===== src/rtl/countdown.sv =====
// rtl/countdown.sv - loadable mm:ss countdown timer with timed, blinking alarm
module countdown #(
    parameter int MAX_MIN    = 99,
    parameter int ALARM_SECS = 10
) (
    input  logic       mclk,
    input  logic       reset,
    input  logic       sec,
    input  logic       load,
    input  logic [6:0] load_min,
    input  logic [5:0] load_sec,
    input  logic       start,
    input  logic       stop,
    input  logic       clear,
    output logic [6:0] r_min,
    output logic [5:0] r_sec,
    output logic       running,
    output logic       done,
    output logic       alarm,
    output logic       blink
);

    localparam int              CW         = (ALARM_SECS > 0) ? $clog2(ALARM_SECS + 1) : 1;
    localparam logic [6:0]      MAX_MIN_V  = 7'(MAX_MIN);
    localparam logic [CW-1:0]   ALARM_INIT = CW'(ALARM_SECS);
    localparam logic [CW-1:0]   CNT_ONE    = CW'(1);

    typedef enum logic [1:0] {
        S_IDLE,
        S_READY,
        S_RUN,
        S_ALARM
    } state_t;

    state_t          state, state_n;
    logic [6:0]      min_n;
    logic [5:0]      sec_n;
    logic            done_n;
    logic            blink_n;
    logic [CW-1:0]   alarm_cnt, cnt_n;
    logic [6:0]      clamp_min;
    logic [5:0]      clamp_sec;
    logic            last_tick;
    logic            load_ok;
    logic            stop_ok;
    logic            start_ok;

    assign clamp_min = (load_min > MAX_MIN_V) ? MAX_MIN_V : load_min;
    assign clamp_sec = (load_sec > 6'd59) ? 6'd59 : load_sec;
    assign last_tick = (r_min == 7'd0) && (r_sec == 6'd1);

    // A command only claims the cycle when it is meaningful in the current
    // state; an ignored command lets lower-priority ones (and sec) through.
    assign load_ok  = load && (state != S_RUN);
    assign stop_ok  = stop && ((state == S_RUN) || (state == S_ALARM));
    assign start_ok = start && ((state == S_READY) || (state == S_ALARM));

    always_comb begin
        state_n = state;
        min_n   = r_min;
        sec_n   = r_sec;
        done_n  = 1'b0;
        blink_n = blink;
        cnt_n   = alarm_cnt;

        if (clear) begin
            state_n = S_IDLE;
            min_n   = 7'd0;
            sec_n   = 6'd0;
            blink_n = 1'b0;
            cnt_n   = '0;
        end else if (load_ok) begin
            min_n   = clamp_min;
            sec_n   = clamp_sec;
            blink_n = 1'b0;
            cnt_n   = '0;
            state_n = ((clamp_min == 7'd0) && (clamp_sec == 6'd0)) ? S_IDLE : S_READY;
        end else if (stop_ok) begin
            if (state == S_RUN) begin
                state_n = S_READY;
            end else begin
                state_n = S_IDLE;
                blink_n = 1'b0;
                cnt_n   = '0;
            end
        end else if (start_ok) begin
            if (state == S_READY) begin
                state_n = S_RUN;
            end else begin
                state_n = S_IDLE;
                blink_n = 1'b0;
                cnt_n   = '0;
            end
        end else if (sec) begin
            case (state)
                S_RUN: begin
                    if (last_tick) begin
                        min_n   = 7'd0;
                        sec_n   = 6'd0;
                        state_n = S_ALARM;
                        done_n  = 1'b1;
                        blink_n = 1'b1;
                        cnt_n   = ALARM_INIT;
                    end else if (r_sec != 6'd0) begin
                        sec_n = r_sec - 6'd1;
                    end else begin
                        sec_n = 6'd59;
                        min_n = r_min - 7'd1;
                    end
                end
                S_ALARM: begin
                    blink_n = ~blink;
                    if (ALARM_SECS != 0) begin
                        if (alarm_cnt == CNT_ONE) begin
                            state_n = S_IDLE;
                            blink_n = 1'b0;
                            cnt_n   = '0;
                        end else begin
                            cnt_n = alarm_cnt - CNT_ONE;
                        end
                    end
                end
                default: begin
                end
            endcase
        end
    end

    always_ff @(posedge mclk) begin
        if (reset) begin
            state     <= S_IDLE;
            r_min     <= 7'd0;
            r_sec     <= 6'd0;
            running   <= 1'b0;
            done      <= 1'b0;
            alarm     <= 1'b0;
            blink     <= 1'b0;
            alarm_cnt <= '0;
        end else begin
            state     <= state_n;
            r_min     <= min_n;
            r_sec     <= sec_n;
            running   <= (state_n == S_RUN);
            done      <= done_n;
            alarm     <= (state_n == S_ALARM);
            blink     <= blink_n;
            alarm_cnt <= cnt_n;
        end
    end

endmodule


===== config.mk =====
export PLATFORM = sky130hd
export DESIGN_NAME = countdown
export DESIGN_NICKNAME = d
export VERILOG_FILES = /design/src/rtl/countdown.sv
export SDC_FILE = /design/constraint.sdc
export NUM_CORES = 1
export LEC_CHECK = 0
export CORE_UTILIZATION = 55
export CTS_BUF_LIST = sky130_fd_sc_hd__clkbuf_4
export DETAILED_ROUTE_END_ITERATION = 6
export GPL_TIMING_DRIVEN = 0
export PLACE_DENSITY = 0.88
export SLEW_MARGIN = 15
export SYNTH_ARGS = -nofsm -noshare
export SYNTH_HDL_FRONTEND = slang
export SYNTH_SLANG_ARGS = --single-unit

===== constraint.sdc =====
create_clock -name mclk -period 4.15 [get_ports mclk]
set_input_delay 0.83 -clock mclk [delete_from_list [all_inputs] [get_ports mclk]]
set_output_delay 0.83 -clock mclk [all_outputs]
set_load 0.02 [all_outputs]

After elaboration in Yosys (flattened, before gate mapping)

Cells that the tools add are included.

Equality and inequality tests: 14
$lt $le $gt $ge: 2
Bitwise gates (word level): 3
Shift-type cells: 0
Divide/modulo/power cells: 0
Reductions and logical operators: 21
Muxes and demuxes: 44
$mul: 0
Add/subtract/negate cells: 3

Operator list:

| operator              | count |
|---|---|
| $mux W7               | 8 |
| $mux W6               | 8 |
| $mux W4               | 7 |
| $mux W2               | 8 |
| $logic_not A7 Y1      | 2 |
| $mux W1               | 10 |
| $reduce_and A5 Y1     | 2 |
| $ne A3 B3 Y1 const B  | 3 |
| $eq A2 B2 Y1 const B  | 4 |
| $ne A2 B2 Y1 const B  | 4 |
| $pmux W4 S2           | 1 |
| $gt A7 B7 Y1 const B  | 1 |
| $reduce_or A7 Y1      | 1 |
| $sub A7 B1 Y7 const B | 1 |
| $eq A6 B1 Y1 const B  | 1 |
| $gt A6 B6 Y1 const B  | 1 |
| $logic_not A6 Y1      | 1 |
| $reduce_bool A6 Y1    | 1 |
| $sub A6 B1 Y6 const B | 1 |
| $logic_and A1 B1 Y1   | 5 |
| $eq A4 B1 Y1 const B  | 1 |
| $pmux W2 S2           | 1 |
| $reduce_and A4 Y1     | 1 |
| $reduce_bool A2 Y1    | 2 |
| 9 further kinds       | 12 |

Word-level logic and storage cells: 95
Input bits: 20
RAM bits: 0
Latch bits: 0
Memory bits (read-only): 0
Output and inout port bits: 17
Memories kept: 0
Register bits: 23

Depth between registers and ports, before layout

Depth after elaboration: 10
Depth in mapped cells: 8
Gate-level depth less buffers: 7

Worst setup path after synthesis

No wires, ideal clock.

Path kind: reg-to-reg
From: register r_min[0]
To: register r_min[2]
Library setup time: 0.117 ns
Buffers on the path: 1
Data arrival time: 2.248 ns
Stages on the path, launching flop included: 9
Slack: 1.785 ns
Path through: dfxtp_1 > inv_1 > ha_1 > or4b_4 > or3_4 > or2_0 > buf_6 > a32o_1 > a32o_1

Word-level cells in the longest chain between the ends: 8
Elaborated cells on any way between the ends: 12

Ends and longest elaborated chain:

| what                                                     | RTL line | text |
|---|---|---|
| start, declared                                          | 15       | `output logic [6:0] r_min,` |
| start signal, assigned                                   | 141      | `r_min <= min_n;` |
| $sub A7 B1 Y7 / $logic_not A7 Y1 (equally long branches) | 108, 50  |  |
| $mux W7 / $logic_and A1 B1 Y1 (equally long branches)    | 104, 50  |  |
| $mux W7                                                  | 97       | `if (last_tick) begin` |
| $mux W7                                                  | 95       | `case (state)` |
| $mux W7                                                  | 94       | `end else if (sec) begin` |
| $mux W7                                                  | 86       | `end else if (start_ok) begin` |
| $mux W7                                                  | 78       | `end else if (stop_ok) begin` |
| $mux W7                                                  | 72       | `end else if (load_ok) begin` |

Several ways; a longest one is shown, not always the timed one. The select of a mux whose other input is x is not followed.
A chain may end at the register's enable or synchronous reset.

Final worst setup path

From: input clear
To: register alarm_cnt[2]

Word-level cells in the longest chain between the ends: 1

Ends and longest elaborated chain:

| what                       | RTL line | text |
|---|---|---|
| start, declared            | 14       | `input logic clear,` |
| $reduce_or A3 Y1 (no line) | --       |  |
| end signal, assigned       | 147      | `alarm_cnt <= cnt_n;` |
| end, declared              | 40       | `logic [CW-1:0] alarm_cnt, cnt_n;` |

Every way passes these cells.

==> summary by stage <==
Final layout
The multi-input combinational cell area is between 900 and 1000 µm². The most common library cell in the layout ignoring fill and taps is sky130_fd_sc_hd__clkdlybuf4s50_1. 0 antenna diodes ended up in the layout.

The number of non-filler instances in the completed layout is 256. For this run, the post-layout net count is approximately 250. The relative area change from synthesis to final layout is 28.4%.

The area taken by flip-flops and latches is around 460 µm². The library cells used most frequently in the layout, excluding fill and tap cells, are 36 x sky130_fd_sc_hd__clkdlybuf4s50_1, 23 x sky130_fd_sc_hd__dfxtp_1, 14 x sky130_fd_sc_hd__a21oi_1, 13 x sky130_fd_sc_hd__nor2_1, 12 x sky130_fd_sc_hd__nand2_1. The number of inserted filler cells in the final layout is 193.

The layout cell share with drive strength beyond 1 is 5.31%. The finished cells cover roughly 1900 µm².

Setup path
For the worst flop-to-flop path, the logic depth is 7. The arrival time of data at the critical path endpoint is 2.84 ns. The worst-path cell with the longest stage delay is sky130_fd_sc_hd__clkdlybuf4s50_1. The highest fanout seen on the critical path is 10. Traced cell by cell, the critical path runs through clkdlybuf4s50_1 > or2_2 > clkbuf_1 > a21oi_1 > nor4bb_1 > a21oi_1 > o21ba_2. At the worst endpoint, the required time is about 4.4 ns.

The worst setup path is launched from an input pin. The delay of the slowest cell on the worst path is between 0.4 and 0.5 ns. The most numerous cell on the critical path is sky130_fd_sc_hd__a21oi_1.

The destination of the worst register-to-register timing path is alarm_cnt[3]$_SDFFE_PP0P_. The startpoint of the worst register-to-register path is r_min[0]$_SDFFE_PP0P_. The capturing element type of the critical path is a flop. Across all register-to-register paths, the minimum setup slack is between 1.5 and 2 ns. The critical path is of the input pin to flop type.

Placement
Once placement finished, the instance area stood at 1910 µm². At the end of routability-driven placement, the weighted congestion stood at roughly 0.94. The number of port buffers is 36. The post-placement setup slack is approximately 1.3 ns.

The final HPWL from detailed placement is 3.18 mm. In this run, placement finished with an instance count of 252.

Synth
The async set or reset register ratio after synthesis is 0%. The average size of a mapped cell is a little over 8 µm². The cell area after technology mapping is 1510 µm². The number of warnings issued by yosys is 0. In this run, synthesis produced a sequential element count of 23.

The count of unique library cells instantiated by Yosys is between 50 and 60. The primary flip-flop cell chosen by synthesis mapping is sky130_fd_sc_hd__dfxtp_1. The post-synthesis net count is ~210. Sequential elements use slightly above 30% of the synthesized area. In this run, synthesis inferred 0 flip-flops with an integrated enable. The cell count after synthesis came out at ~190.

GRT
Entering global routing, the biggest net connects 13 pins. The via count of the first global-routing pass came to about 1,500. The overflow left after global routing is 0.

Across every metal layer, demand over resource in global routing totals a little under a third. The number of antenna violations at the first check in global routing came to 0. The global-route wire length before repair is 6.46 mm.

Die
In this run the vertical extent of the chip is ~54 µm. During I/O placement, the number of pins put on the boundary was 37. Once the floorplan was initialized, standard cells occupied between 50 and 60% of the core. The chip width is about 54 µm. The count of standard-cell rows is 18.

The area of the die is roughly 3000 µm². The core region is ~2500 µm².

Pwr
The cell area power density is 243 nW/µm². The worst-case IR drop observed on VDD is 0.216 mV. In this run the static leakage power is approximately 0.70 nW.

Detailed routing
The routed length per instance is between 15 and 20 µm. The remaining routing DRC violations is 0. The detail route stage leaves a number of antenna-violating nets equal to 0. The total number of vias is ~1,600.

For this run, the detailed router's first-pass iteration total came to 4. The routed design has slightly above 4 mm of wire. Dividing the detail-routed via count by the number of cells gives about 6.4.

The first routing iteration left 67 violations.

Timing
The final number of setup-violating endpoints is 0. Setup repair after global routing left no endpoint under its margin. At the pin with the least slew margin, the transition time is between 0.5 and 0.6 ns. The hold violation total from the final report is 0. The clock skew is around 0.0022 ns. Adding up every negative setup slack in the final design gives 0 ns. The worst path uses between 60% and 70% of the clock period. The least setup slack across all paths after layout is approximately 1.6 ns. The achievable clock frequency is between 300 and 400 MHz. Headroom to the max-slew limit came out at ~60%. The number of max-slew violations in the final report is 0.

After layout, the minimum clock period comes to 2.57 ns.

CTS
After clock tree synthesis, the clock-pin slew on the worst setup and hold paths is 0.12 ns. The number of instances resized during post-cts repair is 0. The clock reaches the later pin of the worst-skew pair after roughly 0.31 ns.

The hold-fix buffer count after cts is 0. The CTS root buffer is sky130_fd_sc_hd__clkbuf_4. The number of CTS-inserted buffers is 3.

CTS built an H-tree with a depth of 1. The number of setup buffers added after CTS is 0. TritonCTS built the clock tree. The clock sink count is 23. The maximum buffer depth of the clock tree is 2.

Worst hold path
The number of cells traversed by the worst hold path is 2. In this run the worst hold path is classified as flop to flop. For hold timing, the worst endpoint is r_min[6]$_SDFFE_PP0P_. The hold path startpoint is r_min[6]$_SDFFE_PP0P_.

Run status
The flow ran to the end, and the final reports show no timing, DRC or antenna violations.

Job
The number of max-capacitance violations reported is 0.
-- power by group --
| group | total, mW | switching, mW | internal [mW] |
|---|---|---|---|
| Sequential | 0.235 | 0.00825 | 0.227 |
| Combinational | 0.125 | 0.0652 | 0.0602 |
| Clock | 0.110 | 0.0663 | 0.0440 |
-- flip-flops by register name, summed over array words and instances, names as in the netlist --
register and flops:
r_min 7, r_sec 6, alarm_cnt 4, state 2, alarm 1, blink 1
done 1, running 1
-- cells in the mapped netlist, drive strengths merged (2+ instances only) --
cell	count	area [µm²]
a21boi	2	15.0
a221oi	2	17.5
nand4	2	12.5
dfxtp	23	460
o21ai	11	55.1
o2111ai	2	17.5
a32o	5	50.1
or3	2	17.5
clkbuf	7	26.3
or2	2	12.5
a22o	2	17.5
o211ai	2	28.8
inv	8	30.0
ha	6	75.1
and2	6	37.5
a211oi	3	22.5
nand2b	7	43.8
nor2	13	48.8
a21oi	14	70.1
nand3	10	50.1
nor2b	3	18.8
o21a	3	22.5
nor3	7	35.0
o31ai	2	15.0
nor4	3	18.8
nand2	12	45.0
a22oi	5	37.5
-- through the flow --
step / utilization [%] / power (mW) / hold WS (ns)
floorplan: - / 0.312 / 0.465
global placement: 75.5 / 0.359 / 0.475
detailed placement: 75.5 / 0.363 / 0.484
CTS: 76.7 / 0.469 / 0.504
global route: 76.7 / 0.491 / 0.550
finish: 76.7 / 0.471 / 0.509
-- worst max path at each step --
stage / start / to / slack [ns] / depth (start not counted)
2_1_floorplan: r_min[0]$_SDFFE_PP0P_ / r_min[2]$_SDFFE_PP0P_ / 1.78 / 8
3_3_place_gp: clear / alarm_cnt[2]$_SDFFE_PP0P_ / 1.35 / 7
3_5_place_dp: clear / alarm_cnt[2]$_SDFFE_PP0P_ / 1.27 / 7
4_1_cts: clear / alarm_cnt[2]$_SDFFE_PP0P_ / 1.59 / 7
5_1_grt: clear / alarm_cnt[0]$_SDFFE_PP0P_ / 1.41 / 5
6_report: clear / alarm_cnt[2]$_SDFFE_PP0P_ / 1.58 / 7
-- layer usage --
metal | vias to the layer above | track usage (%) | part of all wire, %
li1 | 785 | - | -
met1 | 776 | 38.6 | 45
met2 | 67 | 49.6 | 48
met3 | 14 | 4.17 | 4.8
met4 | 0 | 14.5 | 2.1
met5 | - | 0 | 0
-- worst max-delay path: cells and delay by family --
kind,cells,cell delay (ns)
compound gates,3,0.67
simple gates,2,0.66
buf+inv,2,0.65
-- cells by family (layout without fill, tap and decap cells) --
family	after synthesis	in the layout	share of synthesized area, %
AO/OA/AOI/OAI	64	64	31.2
AND/OR/NAND/NOR	73	73	26.2
flip-flops	23	23	30.5
adder cells (fa/ha/maj)	6	6	4.98
multiplexers	2	2	1.41
XOR/XNOR	2	2	1.16
buffers and inverters	16	56	4.48
-- final cells by class --
cell class,count,area share [%]
Timing Repair Buffer,36,18.6
Inverter,8,1.55
Sequential cell,23,23.8
Multi-Input combinational cell,147,50.6
Buffer,8,1.94
Clock buffer,4,1.55
Tap cell,30,1.94
(Power assumes the default switching activity.)
